## config.mk

```make
export PLATFORM = sky130hd
export DESIGN_NAME = button_press_decoder
export DESIGN_NICKNAME = d
export VERILOG_FILES = /design/src/rtl/button_press_decoder.sv
export SDC_FILE = /design/constraint.sdc
export NUM_CORES = 1
export LEC_CHECK = 0
export CAP_MARGIN = 10
export CELL_PAD_IN_SITES_DETAIL_PLACEMENT = 1
export CELL_PAD_IN_SITES_GLOBAL_PLACEMENT = 2
export CORE_MARGIN = 2
export CORE_UTILIZATION = 40
export DETAILED_ROUTE_END_ITERATION = 8
export PLACE_DENSITY_LB_ADDON = 0.25
export SETUP_SLACK_MARGIN = 0.02
export SYNTH_ARGS = -nofsm -noshare
export SYNTH_HDL_FRONTEND = slang
export SYNTH_SLANG_ARGS = --single-unit
```

## constraint.sdc

```tcl
create_clock -name clk -period 3.6 [get_ports clk]
set_clock_uncertainty 0.1 [all_clocks]
set_input_delay 0.54 -clock clk [delete_from_list [all_inputs] [get_ports clk]]
set_output_delay 0.54 -clock clk [all_outputs]
set_load 0.05 [all_outputs]
```

## src/rtl/button_press_decoder.sv

```systemverilog
// Push-button conditioner: two-flop synchronizer, debounce filter and a
// press/hold FSM producing a clean level plus single-cycle event strobes.
module button_press_decoder #(
    parameter int DEBOUNCE_CYCLES = 2_000_000,
    parameter int LONG_CYCLES     = 100_000_000,
    parameter int REPEAT_CYCLES   = 25_000_000
) (
    input  logic clk,
    input  logic rst,
    input  logic button,
    output logic btn_level,
    output logic press_pulse,
    output logic release_pulse,
    output logic short_press,
    output logic long_press,
    output logic repeat_pulse
);

    localparam int DW = $clog2(DEBOUNCE_CYCLES + 1);
    localparam int HW = $clog2(LONG_CYCLES + 1);
    localparam int RW = $clog2(REPEAT_CYCLES + 1);

    localparam logic [DW-1:0] DB_LAST   = DW'(DEBOUNCE_CYCLES - 1);
    localparam logic [HW-1:0] HOLD_LAST = HW'(LONG_CYCLES - 1);
    localparam logic [RW-1:0] REP_LAST  = RW'(REPEAT_CYCLES - 1);

    typedef enum logic [1:0] {IDLE, HELD, LONG} state_t;

    logic          sync_meta;
    logic          btn_sync;
    logic [DW-1:0] db_cnt;
    logic          flip;
    logic          rise;
    logic          fall;
    state_t        state;
    logic [HW-1:0] hold_cnt;
    logic [RW-1:0] rep_cnt;

    // The level flips on the edge where the disagreement count would reach DEBOUNCE_CYCLES.
    assign flip = (btn_sync != btn_level) && (db_cnt == DB_LAST);
    assign rise = flip &&  btn_sync;
    assign fall = flip && !btn_sync;

    always_ff @(posedge clk or posedge rst) begin
        if (rst) begin
            sync_meta     <= 1'b0;
            btn_sync      <= 1'b0;
            btn_level     <= 1'b0;
            db_cnt        <= '0;
            press_pulse   <= 1'b0;
            release_pulse <= 1'b0;
        end else begin
            // NOTE: non-blocking assignments let btn_sync take the old sync_meta, forming a true two-stage synchronizer.
            sync_meta     <= button;
            btn_sync      <= sync_meta;
            press_pulse   <= rise;
            release_pulse <= fall;
            if (btn_sync == btn_level) begin
                db_cnt <= '0;
            end else if (flip) begin
                btn_level <= btn_sync;
                db_cnt    <= '0;
            end else begin
                db_cnt <= db_cnt + 1'b1;
            end
        end
    end

    // Hold FSM runs off the next debounced level so its strobes align with press/release.
    always_ff @(posedge clk or posedge rst) begin
        if (rst) begin
            state        <= IDLE;
            hold_cnt     <= '0;
            rep_cnt      <= '0;
            short_press  <= 1'b0;
            long_press   <= 1'b0;
            repeat_pulse <= 1'b0;
        end else begin
            short_press  <= 1'b0;
            long_press   <= 1'b0;
            repeat_pulse <= 1'b0;
            case (state)
                IDLE: begin
                    if (rise) begin
                        state    <= HELD;
                        hold_cnt <= HW'(1);
                    end
                end
                HELD: begin
                    if (fall) begin
                        state       <= IDLE;
                        short_press <= 1'b1;
                    end else if (hold_cnt == HOLD_LAST) begin
                        state      <= LONG;
                        long_press <= 1'b1;
                        rep_cnt    <= '0;
                        hold_cnt   <= hold_cnt + 1'b1;
                    end else begin
                        hold_cnt <= hold_cnt + 1'b1;
                    end
                end
                LONG: begin
                    if (fall) begin
                        state <= IDLE;
                    end else if (rep_cnt == REP_LAST) begin
                        repeat_pulse <= 1'b1;
                        rep_cnt      <= '0;
                    end else begin
                        rep_cnt <= rep_cnt + 1'b1;
                    end
                end
                default: state <= IDLE;
            endcase
        end
    end

endmodule

```

## Yosys cells after proc, flatten, opt, wreduce, memory -nomap -nowiden

Cells that the tools add are included.

- $add $sub $neg: 3
- Equality and inequality tests: 13
- Mux-type cells: 23
- Bitwise gates (word level): 1
- Reductions and logical operators: 11

Operators with widths:

| cell | number |
|---|---|
| $mux 25 | 4 |
| $mux 27 | 2 |
| $pmux 27 s2 | 1 |
| $pmux 25 s2 | 1 |
| $mux 21 | 2 |
| $add 27x1->27 const B | 1 |
| $eq 27x27->1 const B | 1 |
| $add 25x1->25 const B | 1 |
| $eq 25x25->1 const B | 1 |
| $add 21x1->21 const B | 1 |
| $eq 21x21->1 const B | 1 |
| $ne 2x2->1 const B | 5 |
| $mux 1 | 8 |
| $mux 2 | 4 |
| $pmux 2 s3 | 1 |
| $reduce_and 3->1 | 2 |
| $reduce_and 4->1 | 1 |
| $reduce_bool 2->1 | 2 |
| $logic_and 1x1->1 | 3 |
| $ne 3x3->1 const B | 1 |
| $eq 2x1->1 const B | 1 |
| $eq 2x2->1 const B | 1 |
| $logic_not 2->1 | 1 |
| $reduce_and 2->1 | 1 |
| 4 further kinds | 4 |

- Flip-flop bits (word level): 83
- Bits of input ports: 3
- Output and inout port bits: 6
- Logic and storage cells: 63

## Logic depth before layout (Yosys ltp)

Gate-level depths: netlist of the first run.

- Word-level depth: 5
- Mapped depth: 8
- Gate-level depth less buffers: 7

## Worst setup path before layout of the first run

Ideal clock, no wire load.

- Path type: register to register
- From: reg rep_cnt[0]
- To: reg rep_cnt[22]
- Setup time: 0.110 ns
- Arrival: 2.043 ns
- Required time: 3.390 ns
- Path slack: 1.346 ns
- Stages on the path, launching flop included: 7
- Path buffers: 0
- Clock period less this slack: 2.254 ns
- Cell sequence: dfrtp_1 > ha_1 > and3_1 > or4b_2 > nor2_1 > nand3_1 > o41ai_1

- Longest elaborated chain between the ends: 4
- Elaborated cells on any way between the ends: 5
- Those cells by class: add/sub (1); eq/ne (1); mux (3)

Ends and longest elaborated chain:

| what | RTL line | text |
|---|---|---|
| start: declaration | 37 | `logic [RW-1:0] rep_cnt;` |
| start signal: assignment | 109 | `rep_cnt <= rep_cnt + 1'b1;` |
| $add 25x1->25 / $eq 25x25->1 (equally long branches) | 109, 105 |  |
| $mux 25 (*) | 105 | `end else if (rep_cnt == REP_LAST) begin` |
| $mux 25 (*) | 103 | `if (fall) begin` |
| $pmux 25 s2 (*) | 82 | `case (state)` |

Mark *: on every way between the ends. The rest lies on a longest branch, timed or not. The select of a mux whose other input is x is not followed.
A chain may end at the register's enable or synchronous reset.

## Worst setup path after layout of the first run

- From: reg db_cnt[12]
- To: reg hold_cnt[16]

- Longest elaborated chain between the ends: 5
- Elaborated cells on any way between the ends: 7
- Those cells by class: eq/ne (3); reduce/logical (4)

Ends and longest elaborated chain:

| what | RTL line | text |
|---|---|---|
| start: declaration | 31 | `logic [DW-1:0] db_cnt;` |
| start signal: assignment | 64 | `db_cnt <= db_cnt + 1'b1;` |
| $eq 21x21->1 (*) | 40 | `assign flip = (btn_sync != btn_level) && (db_cnt == DB_LAST);` |
| $logic_and 1x1->1 (*) | 40 |  |
| $logic_and 1x1->1 (on tied branches) | 41, 42 |  |
| $ne 2x2->1 (no line) | -- |  |
| $reduce_and 3->1 (no line) (*) | -- |  |
| end signal: assignment | 97 | `hold_cnt <= hold_cnt + 1'b1;` |
| end signal: assignment | 99 | `hold_cnt <= hold_cnt + 1'b1;` |
| end: declaration | 36 | `logic [HW-1:0] hold_cnt;` |

Mark *: on every way between the ends. The rest lies on a longest branch, timed or not.

==> results of run 1 <==
## stage by stage
step | setup WS (ps) | cells
after floorplan | 823.2 | 470
after global placement | 987.0 | 610
after detailed placement | 902.8 | 610
after CTS | 872.4 | 626
after global routing | 686.2 | 626
final | 894.1 | 626
## placed cells by master (no fill, tap or decap), drive strengths merged, types with 15 or more instances in the layout
master / netlist / routed
nand3: 29 / 29
nand2: 43 / 43
xor2: 18 / 18
o31ai: 15 / 15
nor2: 60 / 60
nand4: 18 / 18
dfrtp: 83 / 83
xnor2: 15 / 15
nor3: 15 / 15
o21ai: 45 / 45
## layout make-up
| cell class | instances | area (um^2) | area share [%] |
|---|---|---|---|
| inverters | 7 | 27.53 | 0.5717 |
| clock buffers | 11 | 151.4 | 3.144 |
| repair buffers | 13 | 117.6 | 2.443 |
| well taps | 140 | 175.2 | 3.638 |
| flip-flops and latches | 83 | 2077 | 43.14 |
| multi-input cells | 367 | 2228 | 46.28 |
| clock inverters | 5 | 37.54 | 0.7796 |
## worst max path at each step
stage                   end
2_1_floorplan     btn_level
3_3_place_gp   hold_cnt[16]
3_5_place_dp   hold_cnt[16]
4_1_cts        hold_cnt[16]
5_1_grt        hold_cnt[16]
6_report       hold_cnt[16]
## worst max-delay path: stages (launching register included)
cell,delay [ps]
dfrtp_1,470
or4b_1,700
nor4b_4,320
nand3_2,200
nor2_2,590
a21oi_1,90
o21a_1,140
## cells by family after synthesis
family                   share of synthesized area (%)
buffers and inverters                            2.111
AND/OR/NAND/NOR                                  29.83
multiplexers                                    0.2567
XOR/XNOR                                         6.589
adder cells (fa/ha/maj)                         0.8558
flip-flops                                       47.35
AO/OA/AOI/OAI                                    13.01
## registers in the layout, indices dropped and copies added (netlist names), 2 cells and up
| signal | cells |
|---|---|
| db_cnt | 21 |
| hold_cnt | 27 |
| rep_cnt | 25 |
| state | 2 |
## per-layer routing
| layer | share of wire, % | GRT usage (%) | up-vias |
|---|---|---|---|
| li1 | - | - | 1744 |
| met1 | 46 | 25.82 | 1812 |
| met2 | 50 | 36.52 | 22 |
| met3 | 2.4 | 5.678 | 10 |
| met4 | 1.3 | 5.495 | 0 |
| met5 | 0 | 0 | - |
## where the power goes
| group | switching (W) | internal, W |
|---|---|---|
| clock network | 0.000370 | 0.000289 |
| logic | 0.0000271 | 0.00000733 |
| registers | 0.00000432 | 0.000935 |
==> flow_metrics.env, run 1 <==
export IMPL_critPathLaunchType="flip-flop"
export IMPL_cts_hold_buf=0
export IMPL_synth_most_common_cell="dfrtp_1"
export IMPL_setup_violations=0
export IMPL_htreeDepth=3
export IMPL_power_total_w=0.001634
export IMPL_antenna_found_initial=0
export IMPL_hp_class="reg -> reg"
export IMPL_cp_required_ps=3770
export IMPL_yosys_area_top_type_share_pct=47.35
export IMPL_rr_worst_depth=6
export IMPL_worstMarginPinSlew_ps=800.4
export IMPL_fin_crit_sh_pct=75.16
export IMPL_synth_flop_cell="dfrtp_1"
export IMPL_ys_seq_area_share_pct=47.35
export IMPL_r2r_end="hold_cnt[16]"
export IMPL_max_freq_mhz=369.6
export IMPL_start_util_pct=40.64
export IMPL_worstSetupEndpointType="flip-flop"
export IMPL_yosys_top_cells_count="dfrtp_1 (83), nor2_1 (59), nand2_1 (43)"
export IMPL_grt_max_degree=37
export IMPL_grt_ovfl_total=0
export IMPL_grt_pass1_vias=3765
export IMPL_cts_buffers=9
export IMPL_grt_pass1_wl_mm=19.15
export IMPL_die_h_um=108.7
export IMPL_grt_usage_pct=21.03
export IMPL_leakagePower_nw=1.944
export IMPL_clock_path_buffers=2
export IMPL_placed_area_mm2=0.004626
export IMPL_hp_start="sync_meta"
export IMPL_setup_worst_path_start="db_cnt[12]"
export IMPL_drive_gt1_share_pct=7.613
export IMPL_critPathArrivalTime_ps=2880
export IMPL_synthArstFlopShare_pct=100.0
export IMPL_clk_pin_slew_ps=90
export IMPL_ant_nets=0
export IMPL_synthesis_area_mm2=0.004387
export IMPL_post_cts_buffers=0
export IMPL_cts_sinks=83
export IMPL_finish_instance_area_mm2=0.004815
export IMPL_drc=0
export IMPL_drt_initial_drc_count=153
export IMPL_first_pass_iters=4
export IMPL_cap_viol_max_count=0
export IMPL_whs_ps=283.8
export IMPL_synth_cells=470
export IMPL_hold_viol=0
export IMPL_power_density_mw_per_mm2=339.3
export IMPL_cp_max_fo=15
export IMPL_rsz0062_at_grt="false"
export IMPL_vias=3588
export IMPL_peakVddDrop_mv=0.2794
export IMPL_antenna_cells=0
export IMPL_ios=9
export IMPL_cts_tree="yes"
export IMPL_maxSlewViolCount=0
export IMPL_critical_path_class="reg -> reg"
export IMPL_hold_depth=0
export IMPL_clk_latency_ps=380
export IMPL_n_fill_cell=1239
export IMPL_synth_edff_count=0
export IMPL_viasPerCell=5.732
export IMPL_hpwl_mm=7.699
export IMPL_areaGrowthSynthToFinish_pct=9.755
export IMPL_yosysUniqueCellTypes=54
export IMPL_die_x_um=108.7
export IMPL_min_period_ps=2706
export IMPL_reg2reg_from="db_cnt[12]"
export IMPL_fin_tns_setup_ps=0
export IMPL_synth_area_leader_cell="dfrtp_1"
export IMPL_die_area_mm2=0.01182
export IMPL_min_to="btn_sync"
export IMPL_utilization_pct=44.61
export IMPL_syn_area_per_cell_um2=9.333
export IMPL_fin_nets=487
export IMPL_status="finished clean"
export IMPL_syn_nets=476
export IMPL_wl_mm=11.19
export IMPL_post_drt_wl_per_cell_um=17.87
export IMPL_cts_resized=0
export IMPL_cts_root_buffer="clkbuf_8"
export IMPL_synth_area_leaders="dfrtp_1 (47%), nor2_1 (5.0%), o21ai_0 (4.3%)"
export IMPL_place_port_buffers=8
export IMPL_slew_headroom_pct=46.39
export IMPL_core_mm2=0.01079
export IMPL_r2r_slack_ps=890
export IMPL_ys_warnings_count=0
export IMPL_gp_congestion=0.7675
export IMPL_core_rowCount=38
export IMPL_ys_ff_latch=83
(Power assumes the default switching activity.)
==> inputs of run 2 (changes only) <==
clock period = 2.5 ns   (was 3.6 ns; I/O delays follow)
==> run 2 against run 1 <==
Against the previous run:
- worst setup slack worse by 740 ps
- non-clock buffer count is 24 higher
- final cell count rose by 3.8%
- die area unchanged
- critical path depth up 2
- register-to-register slack lost 740 ps
- sequential cell count unchanged
- sequential share of layout area down 2.2 points
- design area increased by 5.4%
==> flow_metrics.env, run 2 (synthesis gave the netlist of run 1 again) <==
export IMPL_largest_reg_flops=27
export IMPL_max_freq_mhz=426.1
export IMPL_fin_nets=511
export IMPL_cp_required_ps=2640
export IMPL_reg2reg_from="hold_cnt[17]"
export IMPL_cts_tree="yes"
export IMPL_maxSlewViolCount=0
export IMPL_first_pass_iters=5
export IMPL_die_h_um=108.7
export IMPL_fin_crit_sh_pct=93.87
export IMPL_gp_congestion=0.7975
export IMPL_core_rowCount=38
export IMPL_start_util_pct=40.64
export IMPL_worstMarginPinSlew_ps=683.7
export IMPL_multi_input_area_mm2=0.002257
export IMPL_cts_root_buffer="clkbuf_8"
export IMPL_grt_pass1_vias=3822
export IMPL_finalNonFillerCells=650
export IMPL_drt_initial_drc_count=162
export IMPL_drive_gt1_share_pct=12.75
export IMPL_top_regs="hold_cnt: 27 flops, rep_cnt: 25 flops, db_cnt: 21 flops"
export IMPL_hp_class="in -> async"
export IMPL_antenna_found_initial=0
export IMPL_setup_violations=0
export IMPL_slew_headroom_pct=54.25
export IMPL_r2r_slack_ps=150
export IMPL_place_port_buffers=8
export IMPL_largest_register="hold_cnt"
export IMPL_peakVddDrop_mv=0.3353
export IMPL_cts_hold_buf=0
export IMPL_ios=9
export IMPL_clk_latency_ps=380
export IMPL_final_common_cell="dfrtp_1"
export IMPL_hold_viol=0
export IMPL_ant_nets=0
export IMPL_critPathArrivalTime_ps=2490
export IMPL_clock_path_buffers=2
export IMPL_n_fill_cell=1242
export IMPL_core_mm2=0.01079
export IMPL_r2r_end="rep_cnt[9]"
export IMPL_htreeDepth=3
export IMPL_areaGrowthSynthToFinish_pct=15.66
export IMPL_leakagePower_nw=2.102
export IMPL_cts_sinks=83
export IMPL_grt_ovfl_total=0
export IMPL_fin_tns_setup_ps=0
export IMPL_hpwl_mm=8.012
export IMPL_drc=0
export IMPL_viasPerCell=5.677
export IMPL_critical_path_class="reg -> reg"
export IMPL_antenna_cells=0
export IMPL_clk_pin_slew_ps=80
export IMPL_rr_worst_depth=8
export IMPL_worstSetupEndpointType="flip-flop"
export IMPL_grt_pass1_wl_mm=19.08
export IMPL_vias=3690
export IMPL_placed_cells=633
export IMPL_cap_viol_max_count=0
export IMPL_power_density_mw_per_mm2=468.3
export IMPL_post_drt_wl_per_cell_um=17.29
export IMPL_cp_max_fo=26
export IMPL_grt_max_degree=71
export IMPL_status="finished clean"
export IMPL_cts_buffers=9
export IMPL_die_x_um=108.7
export IMPL_grt_usage_pct=20.82
export IMPL_min_period_ps=2347
export IMPL_critPathLaunchType="flip-flop"
export IMPL_wl_mm=11.24
export IMPL_seq_area_mm2=0.002077
export IMPL_die_area_mm2=0.01182
export IMPL_final_cell_mix="dfrtp_1 (83), nor2_1 (57), nand2_1 (43)"
-- run 2: cell types whose count changed in the layout (fill, tap and decap cells not counted), moves of 2 or more --
cell and change:
clkinv_4 -2, nor2_1 -2, buf_4 +21, clkbuf_8 +2, buf_12 +3
-- run 2: repair_timing --
item | 4_1_cts | 5_1_grt
gates resized for setup | 0 | 7
setup buffers | 0 | 1
setup endpoints to repair | 0 | 22
-- run 2: how the worst max path moves through the flow --
stage	start	to	slack (ps)	cells after the start
2_1_floorplan	rep_cnt[0]	rep_cnt[22]	250	6
3_3_place_gp	rep_cnt[0]	rep_cnt[22]	180	6
3_5_place_dp	rep_cnt[0]	rep_cnt[20]	60	6
4_1_cts	rep_cnt[0]	rep_cnt[22]	50	6
5_1_grt	hold_cnt[17]	rep_cnt[19]	-60	8
6_report	hold_cnt[17]	rep_cnt[9]	150	8
-- run 2: through the flow --
stage	total power (W)	setup slack, ps	hold WS [ps]	instance area [um^2]	util [%]
5_1_grt	0.002489	-59.80	245.5	5074	47.01
6_report	0.002376	153.4	218.7	5074	47.01
2_1_floorplan	0.001411	246.3	231.2	4390	-
3_5_place_dp	0.001439	61.06	248.9	4838	44.83
3_3_place_gp	0.001437	175.3	238.2	4838	44.83
4_1_cts	0.002428	52.21	214.8	5037	46.67
-- run 2: power by group --
group	internal, W	switching, W
registers	0.00135	0.00000687
logic	0.0000157	0.0000391
clock network	0.000468	0.000500
-- run 2: per-layer routing --
layer  wire length (um)  GRT usage [%]  vias up
li1                   -              -     1781
met1               5236          26.20     1864
met2               5550          35.18       27
met3                282          5.200       18
met4                167          6.593        0
met5                  0              0        -
-- run 2: worst max-delay path: stages (launching register included) --
cell	delay [ps]
dfrtp_1	430
nor4b_1	550
nand4b_1	210
nor4_2	190
buf_4	160
o21ai_1	50
buf_4	230
o21ai_0	190
o31ai_1	100
-- run 2: final cells by class --
cell class,count,share of cell area (%)
Multi-Input combinational cell,367,44.49
Sequential cell,83,40.94
Timing Repair Buffer,37,6.609
Clock buffer,13,3.527
Tap cell,140,3.453
Inverter,7,0.5919
Clock inverter,3,0.3946
==> inputs of run 3 (changes only) <==
CTS_CLUSTER_DIAMETER = 80   (was not set)
==> results of run 3 <==
The final DEF is identical to that of run 2; final timing and power are the same.
